<file path="config.mk">
export PLATFORM = sky130hd
export DESIGN_NAME = pulse_window_cntr
export DESIGN_NICKNAME = d
export VERILOG_FILES = /design/src/rtl/pulse_window_cntr.sv
export SDC_FILE = /design/constraint.sdc
export NUM_CORES = 1
export LEC_CHECK = 0
export ABC_AREA = 1
export ABC_CLOCK_PERIOD_IN_PS = 2050
export CORE_AREA = 2 2 89 91
export CTS_BUF_LIST = sky130_fd_sc_hd__clkbuf_16
export DETAILED_ROUTE_END_ITERATION = 16
export DIE_AREA = 0 0 91 93
export HOLD_SLACK_MARGIN = 0.1
export PLACE_DENSITY_LB_ADDON = 0.05
export SLEW_MARGIN = 10
export SYNTH_ARGS = -nofsm -noshare
export SYNTH_HDL_FRONTEND = slang
export SYNTH_SLANG_ARGS = --single-unit
</file>
<file path="constraint.sdc">
create_clock -name clk -period 2.05 [get_ports clk]
set_input_delay 0.615 -clock clk [delete_from_list [all_inputs] [get_ports clk]]
set_output_delay 0.615 -clock clk [all_outputs]
set_load 0.005 [all_outputs]
</file>
<file path="src/rtl/pulse_window_cntr.sv">
// ---------------------------------------------------------------------------
// pulse_window_cntr
//
// Counts single-cycle event strobes over a programmable window of clock
// cycles and presents each completed count through a valid/ack handshake.
// Lives in the destination clock domain, fed by a pulse synchroniser, and is
// typically used to measure event or frame rates for register readback.
//
// Parameters:
//   MODULE_NAME  instance identification string
//   CNTR_W       width of the event accumulator and of cnt_out
//   WINDOW_W     width of window_len and of the window timer
//
// Ports:
//   clk         block clock
//   rst_n       asynchronous active-low reset
//   pulse_in    event strobe, each high cycle is one event
//   window_len  window length in clk cycles (sampled at start and at reload)
//   start       level request to begin measuring, honoured only when idle
//   continuous  at window end, start the next window back-to-back
//   abort       drop the window in progress without producing a result
//   busy        high whenever the block is not idle
//   cnt_out     count of the last completed window
//   cnt_ovrflw  accumulator saturated during the window shown on cnt_out
//   cnt_valid   result available, held until acknowledged
//   cnt_ack     consumer acknowledge, clears cnt_valid
//   missed      sticky, a result was overwritten before being acknowledged
// ---------------------------------------------------------------------------
module pulse_window_cntr #(
  parameter     MODULE_NAME = "PULSE_WINDOW_CNTR",
  parameter int CNTR_W      = 16,
  parameter int WINDOW_W    = 24
) (
  input  logic                clk,
  input  logic                rst_n,
  input  logic                pulse_in,
  input  logic [WINDOW_W-1:0] window_len,
  input  logic                start,
  input  logic                continuous,
  input  logic                abort,
  output logic                busy,
  output logic [CNTR_W-1:0]   cnt_out,
  output logic                cnt_ovrflw,
  output logic                cnt_valid,
  input  logic                cnt_ack,
  output logic                missed
);

  // Elaboration-time sanity check on the parameters.
  if (CNTR_W < 1 || WINDOW_W < 1 || MODULE_NAME == "") begin : g_param_check
    $error("pulse_window_cntr: illegal parameter set");
  end

  typedef enum logic [1:0] {
    IDLE  = 2'd0,
    COUNT = 2'd1,
    DRAIN = 2'd2
  } state_t;

  state_t              state;
  logic [WINDOW_W-1:0] timer;
  logic [CNTR_W-1:0]   accum;
  logic                ovf;

  logic [CNTR_W-1:0]   accum_next;
  logic                ovf_next;
  logic                last_edge;
  logic                reload_ok;

  // Saturating accumulate: once all-ones, further events are lost and
  // flagged rather than wrapping back to a small, misleading count.
  always_comb begin
    accum_next = accum;
    ovf_next   = ovf;
    if (pulse_in) begin
      if (&accum) begin
        ovf_next = 1'b1;
      end else begin
        accum_next = accum + CNTR_W'(1);
      end
    end
  end

  // The timer holds the number of window edges still to come, so the edge
  // that sees it at 1 is the last edge of the window.
  assign last_edge = (timer == WINDOW_W'(1));
  assign reload_ok = continuous && (window_len != '0);

  assign busy = (state != IDLE);

  // Single control process. The handshake clear is written first so that a
  // result loading on the same edge takes precedence and keeps cnt_valid high.
  always_ff @(posedge clk or negedge rst_n) begin
    if (!rst_n) begin
      state      <= IDLE;
      timer      <= '0;
      accum      <= '0;
      ovf        <= 1'b0;
      cnt_out    <= '0;
      cnt_ovrflw <= 1'b0;
      cnt_valid  <= 1'b0;
      missed     <= 1'b0;
    end else begin
      if (cnt_ack && cnt_valid) begin
        cnt_valid <= 1'b0;
      end

      case (state)
        IDLE: begin
          if (start && (window_len != '0)) begin
            state  <= COUNT;
            timer  <= window_len;
            accum  <= '0;
            ovf    <= 1'b0;
            missed <= 1'b0;
          end
        end

        COUNT: begin
          if (abort) begin
            // Abort wins over a coinciding window end; the published
            // result and its handshake state are left alone.
            state <= IDLE;
            timer <= '0;
            accum <= '0;
            ovf   <= 1'b0;
          end else if (last_edge) begin
            // A pulse on the final edge still belongs to this window.
            cnt_out    <= accum_next;
            cnt_ovrflw <= ovf_next;
            cnt_valid  <= 1'b1;
            if (cnt_valid && !cnt_ack) begin
              missed <= 1'b1;
            end
            accum <= '0;
            ovf   <= 1'b0;
            if (reload_ok) begin
              timer <= window_len;
            end else begin
              timer <= '0;
              state <= DRAIN;
            end
          end else begin
            timer <= timer - WINDOW_W'(1);
            accum <= accum_next;
            ovf   <= ovf_next;
          end
        end

        DRAIN: begin
          if (!cnt_valid) begin
            state <= IDLE;
          end
        end

        default: begin
          state <= IDLE;
        end
      endcase
    end
  end

endmodule
</file>
==> results of run 1 <==
==> final timing paths <==
path	start	to	slack [ns]	depth (start not counted)
worst max register to register	state[0]	timer[10]	0.13	9
max in group asynchronous	rst_n	state[1]	1.46	2
worst max-delay path	state[1]	busy	0.06	3
min in group clk	cnt_out[10]	cnt_out[10]	0.48	2
worst min-delay path	rst_n	cnt_out[4]	0.29	2
worst min register to register	cnt_out[10]	cnt_out[10]	0.48	2
==> power groups by stage <==
stage | clock network [mW] | registers, mW | logic [mW]
final | 1.47 | 1.91 | 2.42
after global routing | 1.55 | 1.95 | 2.68
after CTS | 1.49 | 1.89 | 2.25
after detailed placement | 0 | 1.90 | 2.23
after global placement | 0 | 1.90 | 2.16
after floorplan | 0 | 1.81 | 1.60
==> metrics by stage <==
stage | worst slack (ns) | TNS [ns] | hold WS, ns | utilization (%)
2_1_floorplan | 0.309 | 0 | 0.319 | -
3_3_place_gp | -0.340 | -12.15 | 0.465 | 65.4
3_5_place_dp | -0.314 | -11.66 | 0.469 | 65.4
4_1_cts | 0.000672 | 0 | 0.309 | 69.2
5_1_grt | -0.0108 | -0.0155 | 0.330 | 70.9
6_report | 0.0571 | 0 | 0.288 | 70.9
==> sequential cells by signal, indices dropped and copies added, names as in the netlist <==
| register | cells |
|---|---|
| timer | 24 |
| cnt_valid | 1 |
| missed | 1 |
| accum | 16 |
| cnt_ovrflw | 1 |
| cnt_out | 16 |
| ovf | 1 |
| state | 2 |
==> synthesized netlist by cell type (3+ instances only) <==
cell and number:
nand2_1 179, nand3_1 93, nor2_1 70, dfrtp_1 62
inv_1 45, o21ai_0 20, xor2_1 14, nand4_1 13
a21oi_1 8, buf_2 7, nand3_2 7, nand3b_1 6
nor2_2 6, buf_6 5, nor3_1 5, nor2_4 4
o21ai_1 4, ha_1 3, inv_2 3, or2_2 3
xnor2_1 3
==> logic make-up after synthesis <==
family          Yosys count  share of synthesized area [%]
compound gates           38                           5.10
xor+xnor                 17                           3.70
fa+ha+maj                 3                          0.933
buf+inv                  64                           7.21
flops                    62                           38.6
simple gates            395                           44.5
==> repair_timing <==
item,in CTS,in global routing
setup buffers,0,1
cloned,0,2
setup endpoints to repair,1,44
resized for setup,2,25
hold buffers,0,0
pin swaps,0,7
==> area by class of cell <==
type,instances,share of cell area (%)
sequential,62,29.1
inverter,49,3.54
tap,102,2.39
multi-input combinational,455,42.5
clock inverter,6,1.01
timing repair buffer,97,17.3
clock buffer,9,4.22
==> per-layer routing <==
layer	share of wire (%)	track usage [%]	wire length [um]
met1	42	33.5	4840
met2	50	49.7	5770
met3	4.6	4.11	526
met4	3.4	13.8	388
met5	0	0	0
==> worst max-delay path, cell delays in order, from the launching register on <==
cell	delay, ns
dfrtp_2	0.45
nor2_4	0.12
inv_1	0.05
clkdlybuf4s50_1	0.43
==> results by group, run 1 <==
Final layout
  – Final Non-Filler Cells: 780
  – Area of the multi-input gates: 2270 sq um
  – Final net count: 708
  – Area Growth Syn to Fin: 32.6%
  – # diodes: 0
  – Fillers: 661
  – Share of layout cells above drive strength 1: 14.6%
  – Most frequent cells in the layout: nand2_1 (178), nand3_1 (93), nor2_1 (64), dfrtp_1 (61), clkdlybuf4s50_1 (46)
  – Register area: 1550 sq um
  – Final Cell Area: 5340 sq um
  – Commonest non-fill, non-tap cell in the layout: nand2_1

Pwr
  – Power Internal: 3.38 mW
  – Sw Ratio: 41.8%
  – Static Leak: 2.57 nW
  – Total Power: 5.81 mW
  – Combinational Power Share: 41.7%
  – P_sw: 2.43 mW
  – Clk pwr share: 25.3%
  – Maximum VDD drop: 799 uV
  – Power Dens Cells: 1090 nW/um^2
  – Sequential share of power: 32.9%

Worst hold path
  – Worst min-delay path category: in2async

Critical path
  – WP data arrival: 1.38 ns
  – Nature of the critical path endpoint: primary output
  – CP Class: reg2out
  – Startpoint class of the critical path: register
  – Worst Path Required: 1.43 ns
  – Crit Path Max Fanout: 3

Placement
  – IO Port Bufs: 50
  – Placer Congestion: 0.894
  – HPWL Detailed: 8220 um
  – Placed Instances: 762
  – Placed instance area: 4920 sq um

Clock tree
  – CTS tree: yes
  – CTS clk-pin slew, worst paths: 0.05 ns
  – Clock buffer depth: 2
  – Worst-Skew Late Latency: 0.33 ns
  – CTS Root Cell: clkbuf_16
  – Total CTS buffers: 9
  – Clock sink count: 62
  – Clock H-tree levels: 3

Logic synthesis
  – Fraction of registers with async set/reset: 100%
  – Synth Flop Type: dfrtp_1
  – Synth Cell Area: 4020 sq um
  – Synthesis warning total: 0
  – Synth Instances: 579
  – Syn Nets: 613
  – Top cells by area, synth: dfrtp_1 (39%), nand2_1 (17%), nand3_1 (12%)
  – Register area share after synthesis: 38.6%
  – #FFs+latches synth: 62
  – Cell variety after synth: 35
  – Post-synth EDFFs: 0
  – Top cell type by total area after synthesis: dfrtp_1
  – Mean Syn Cell Area: 6.95 sq um
  – Top-area cell type share of the netlist area: 38.6%

Global route
  – Total track usage: 28.1%
  – Grt total ovfl: 0
  – Vias in the first global route: 4,170
  – Largest net degree at the start of global routing: 63
  – Global-route wire length before repair: 18,900 um
  – Antenna violations before repair: 0

Detailed routing
  – DRT Pass-1 Iters: 5
  – Total Wirelength: 11,500 um
  – WL per Instance: 14.8 um
  – Vias: 4,220
  – Drt drc: 0
  – Final ANT Viol Nets: 0
  – Vias per Instance: 5.41
  – DR iter-0 viols: 220

Timing
  – Max Clk Rate: 0.502 GHz
  – Slew Limit Fails: 0
  – Final Hold Viols: 0
  – Least-Margin Pin Slew: 0.424 ns
  – Min Tclk post-route: 1.99 ns
  – Slew margin rel.: 71.6%
  – Fin crit share: 97.2%
  – Setup violations, final: 0
  – Worst clock skew: 0.00451 ns

Floorplan
  – Initial Utilization: 53.5%
  – IO Pins: 51
  – Standard-cell row count: 32
  – Core ar.: 7530 sq um
  – Die Ht: 93 um
  – Die area: 8460 sq um
  – Die Span X: 91 um

Outcome
  – Status: completed

Flow run
  – Max Cap Violations: 0
No activity file was read; power rests on OpenSTA's default activity.
==> inputs of run 2 (changes only) <==
- GPL_TIMING_DRIVEN: not set -> 0
==> run 2 against run 1 <==
  * Sequential power about the same
  * Final area is 2.2% lower
  * Clock-buffer cell count unchanged
  * Fmax is 2.7% lower
  * Flip-flop and latch count is the same
  * Highest routed layer unchanged
==> results by group, run 2 (same netlist as run 1, synthesis figures left out) <==
Outcome
  – Status: completed (unchanged)

Floorplan
  – Standard-cell row count: 32 (unchanged)
  – Die Ht: 93 um (unchanged)
  – Die Span X: 91 um (unchanged)
  – Initial Utilization: 53.5% (unchanged)
  – IO Pins: 51 (unchanged)
  – Die area: 8460 sq um (unchanged)
  – Core ar.: 7530 sq um (unchanged)

Detailed routing
  – Total Wirelength: 11,700 um (was 11,500 um)
  – Drt drc: 0 (unchanged)
  – Vias: 4,123 (was 4,220)
  – WL per Instance: 15.4 um (was 14.8 um)
  – Met2 wire length: 5920 um (was 5770 um)
  – DR iter-0 viols: 237 (was 220)
  – Vias per Instance: 5.44 (was 5.41)
  – Final ANT Viol Nets: 0 (unchanged)
  – DRT Pass-1 Iters: 5 (unchanged)
  – Uppermost layer routed: met4 (unchanged)
  – M1 wire length: 4870 um (was 4840 um)
  – Routed length on met3: 571 um (was 526 um)

Clock tree
  – Clock sink count: 62 (unchanged)
  – Total CTS buffers: 9 (unchanged)
  – Clock buffer depth: 2 (unchanged)
  – CTS tree: yes (unchanged)
  – CTS Root Cell: clkbuf_16 (unchanged)
  – Worst-Skew Late Latency: 0.33 ns (about the same)
  – Hold Buf Count CTS: 0 (unchanged)
  – CTS clk-pin slew, worst paths: 0.05 ns (about the same)
  – Clock H-tree levels: 3 (unchanged)

Final layout
  – Commonest non-fill, non-tap cell in the layout: nand2_1 (unchanged)
  – Share of layout cells above drive strength 1: 12.5% (was 14.6%)
  – Biggest registers after layout: timer x24, accum x16, cnt_out x16 (unchanged)
  – Area Growth Syn to Fin: 29.7% (was 32.6%)
  – Final Util: 69.3% (was 70.9%)
  – Biggest register: timer (unchanged)
  – Max reg flops: 24 (unchanged)
  – Most frequent cells in the layout: nand2_1 (178), nand3_1 (90), nor2_1 (63), dfrtp_1 (61), inv_1 (45) (was nand2_1 (178), nand3_1 (93), nor2_1 (64), dfrtp_1 (61), clkdlybuf4s50_1 (46))
  – Final Non-Filler Cells: 758 (was 780)
  – # diodes: 0 (unchanged)
  – Final net count: 686 (was 708)

Timing
  – Min Tclk post-route: 2.05 ns (was 1.99 ns)
  – Setup violations, final: 0 (unchanged)
  – Final Hold Viols: 0 (unchanged)
  – Max Clk Rate: 0.488 GHz (was 0.502 GHz)
  – Worst clock skew: 0.00832 ns (was 0.00451 ns)
  – Fin crit share: 99.9% (was 97.2%)
  – Fin Hold WS: 0.371 ns (was 0.288 ns)
  – Least-Margin Pin Slew: 0.817 ns (was 0.424 ns)
  – Slew margin rel.: 45.6% (was 71.6%)
  – Slew Limit Fails: 0 (unchanged)
  – Unrepaired setup endpoints after global routing: true
  – Final TNS setup: 0 ns (unchanged)

Critical path
  – Critical path buffer and inverter count: 3 (was 2)
  – CP max stage cell: clkdlybuf4s50_1 (was dfrtp_2)
  – Delay-heaviest family, CP: simple AND/OR/NAND/NOR gates (was buffers and inverters)
  – WP data arrival: 2.25 ns (was 1.38 ns)
  – Startpoint class of the critical path: primary input (was register)
  – Worst Path Required: 2.25 ns (was 1.43 ns)
  – Nature of the critical path endpoint: register (was primary output)
  – Crit Path Max Fanout: 10 (was 3)
  – Critical-path cell list: clkdlybuf4s50_1 -> nor2_1 -> nand2_1 -> nor2_2 -> nand3_4 -> nand3_4 -> nand2_4 -> buf_8 -> buf_8 -> nand3_1 -> nand3_1 (was nor2_4 -> inv_1 -> clkdlybuf4s50_1)
  – Crit path largest cell delay: 0.43 ns (was 0.45 ns)
  – CP Class: in2reg (was reg2out)

Global route
  – Vias in the first global route: 3,833 (was 4,170)
  – Antenna violations before repair: 0 (unchanged)
  – Global-route wire length before repair: 18,500 um (was 18,900 um)
  – Total track usage: 27.8% (was 28.1%)
  – Grt total ovfl: 0 (unchanged)
  – Largest net degree at the start of global routing: 63 (unchanged)

Flow run
  – Max Cap Violations: 0 (unchanged)

Pwr
  – Sw Ratio: 40.7% (was 41.8%)
  – P_sw: 2.44 mW (was 2.43 mW)
  – Maximum VDD drop: 726 uV (was 799 uV)
  – Static Leak: 2.60 nW (was 2.57 nW)
  – Combinational Power Share: 41.3% (was 41.7%)
  – Power Dens Cells: 1150 nW/um^2 (was 1090 nW/um^2)
  – Power Internal: 3.55 mW (was 3.38 mW)
  – Sequential share of power: 31.8% (was 32.9%)
  – Clk pwr share: 26.9% (was 25.3%)

Placement
  – HPWL Detailed: 8110 um (was 8220 um)
  – Placed Instances: 731 (was 762)
  – IO Port Bufs: 50 (unchanged)
  – Placer Congestion: 0.932 (was 0.894)

Worst hold path
  – Worst min-delay path category: in2async (unchanged)
[run 2: cell count changes in the layout (fill, tap and decap cells not counted), sizes merged, moves of 2 or more]
| cell | change |
|---|---|
| buf | -24 |
| clkbuf | +3 |
| clkdlybuf4s50 | -16 |
| clkinv | -2 |
| dlygate4sd2 | +2 |
| dlymetal6s2s | +14 |
| nand2 | -2 |
[run 2: final cells by class]
class | count | area, sq um
Sequential cell | 62 | 1550
Multi-Input combinational cell | 453 | 2250
Clock inverter | 6 | 77.6
Clock buffer | 9 | 225
Tap cell | 102 | 128
Inverter | 49 | 188
Timing Repair Buffer | 62 | 667
Timing Repair inverter | 1 | 7.51
Buffer | 14 | 120
Fill cell | 676 | 2310
[run 2: through the flow]
stage	cell area [sq um]	worst slack (ns)	total power [mW]
finish	5220	0.00278	5.98
global placement	4650	-1.76	3.99
CTS	5010	0.00382	5.69
floorplan	4020	0.309	3.41
global route	5220	-0.0492	6.36
detailed placement	4650	-0.591	4.03
[run 2: power by group through the flow]
stage                     clock network (mW)  logic [mW]  registers (mW)
after floorplan                            0        1.60            1.81
after detailed placement                   0        2.14            1.89
final                                   1.61        2.47            1.90
after CTS                               1.63        2.17            1.89
after global routing                    1.67        2.74            1.95
after global placement                     0        2.10            1.89
[run 2: worst reg2reg max path, stage by stage (launching register included)]
cell and delay, ns:
dfrtp_1 0.39, inv_1 0.09, ha_1 0.23, nand2_1 0.08, nor2_1 0.10, nand3_1 0.12
nor2_4 0.18, nand3_2 0.23, buf_2 0.27, nand2_1 0.07, o21ai_1 0.06
[run 2: metal layers]
layer | vias to the layer above | track usage (%)
met2 | 129 | 49.2
met3 | 26 | 4.11
met5 | - | 0
met4 | 0 | 10.9
met1 | 1946 | 34.3
li1 | 2022 | -
[run 2: worst paths after layout]
kind	slack [ns]	start	end	cells past startpoint
max in group asynchronous	1.09	rst_n	state[1]	1
min in group clk	0.48	cnt_out[14]	cnt_out[14]	2
worst max register to register	0.11	timer[1]	cnt_ovrflw	10
worst min-delay path	0.37	rst_n	cnt_out[4]	1
worst min register to register	0.48	cnt_out[14]	cnt_out[14]	2
worst max-delay path	0.003	window_len[16]	timer[20]	11
[run 2: what timing repair did]
item                       in CTS  in global routing
pin swaps                       5                 18
resized for setup              13                 34
setup endpoints to repair      42                 39
cloned                          0                  3
buffers inserted                2                  8
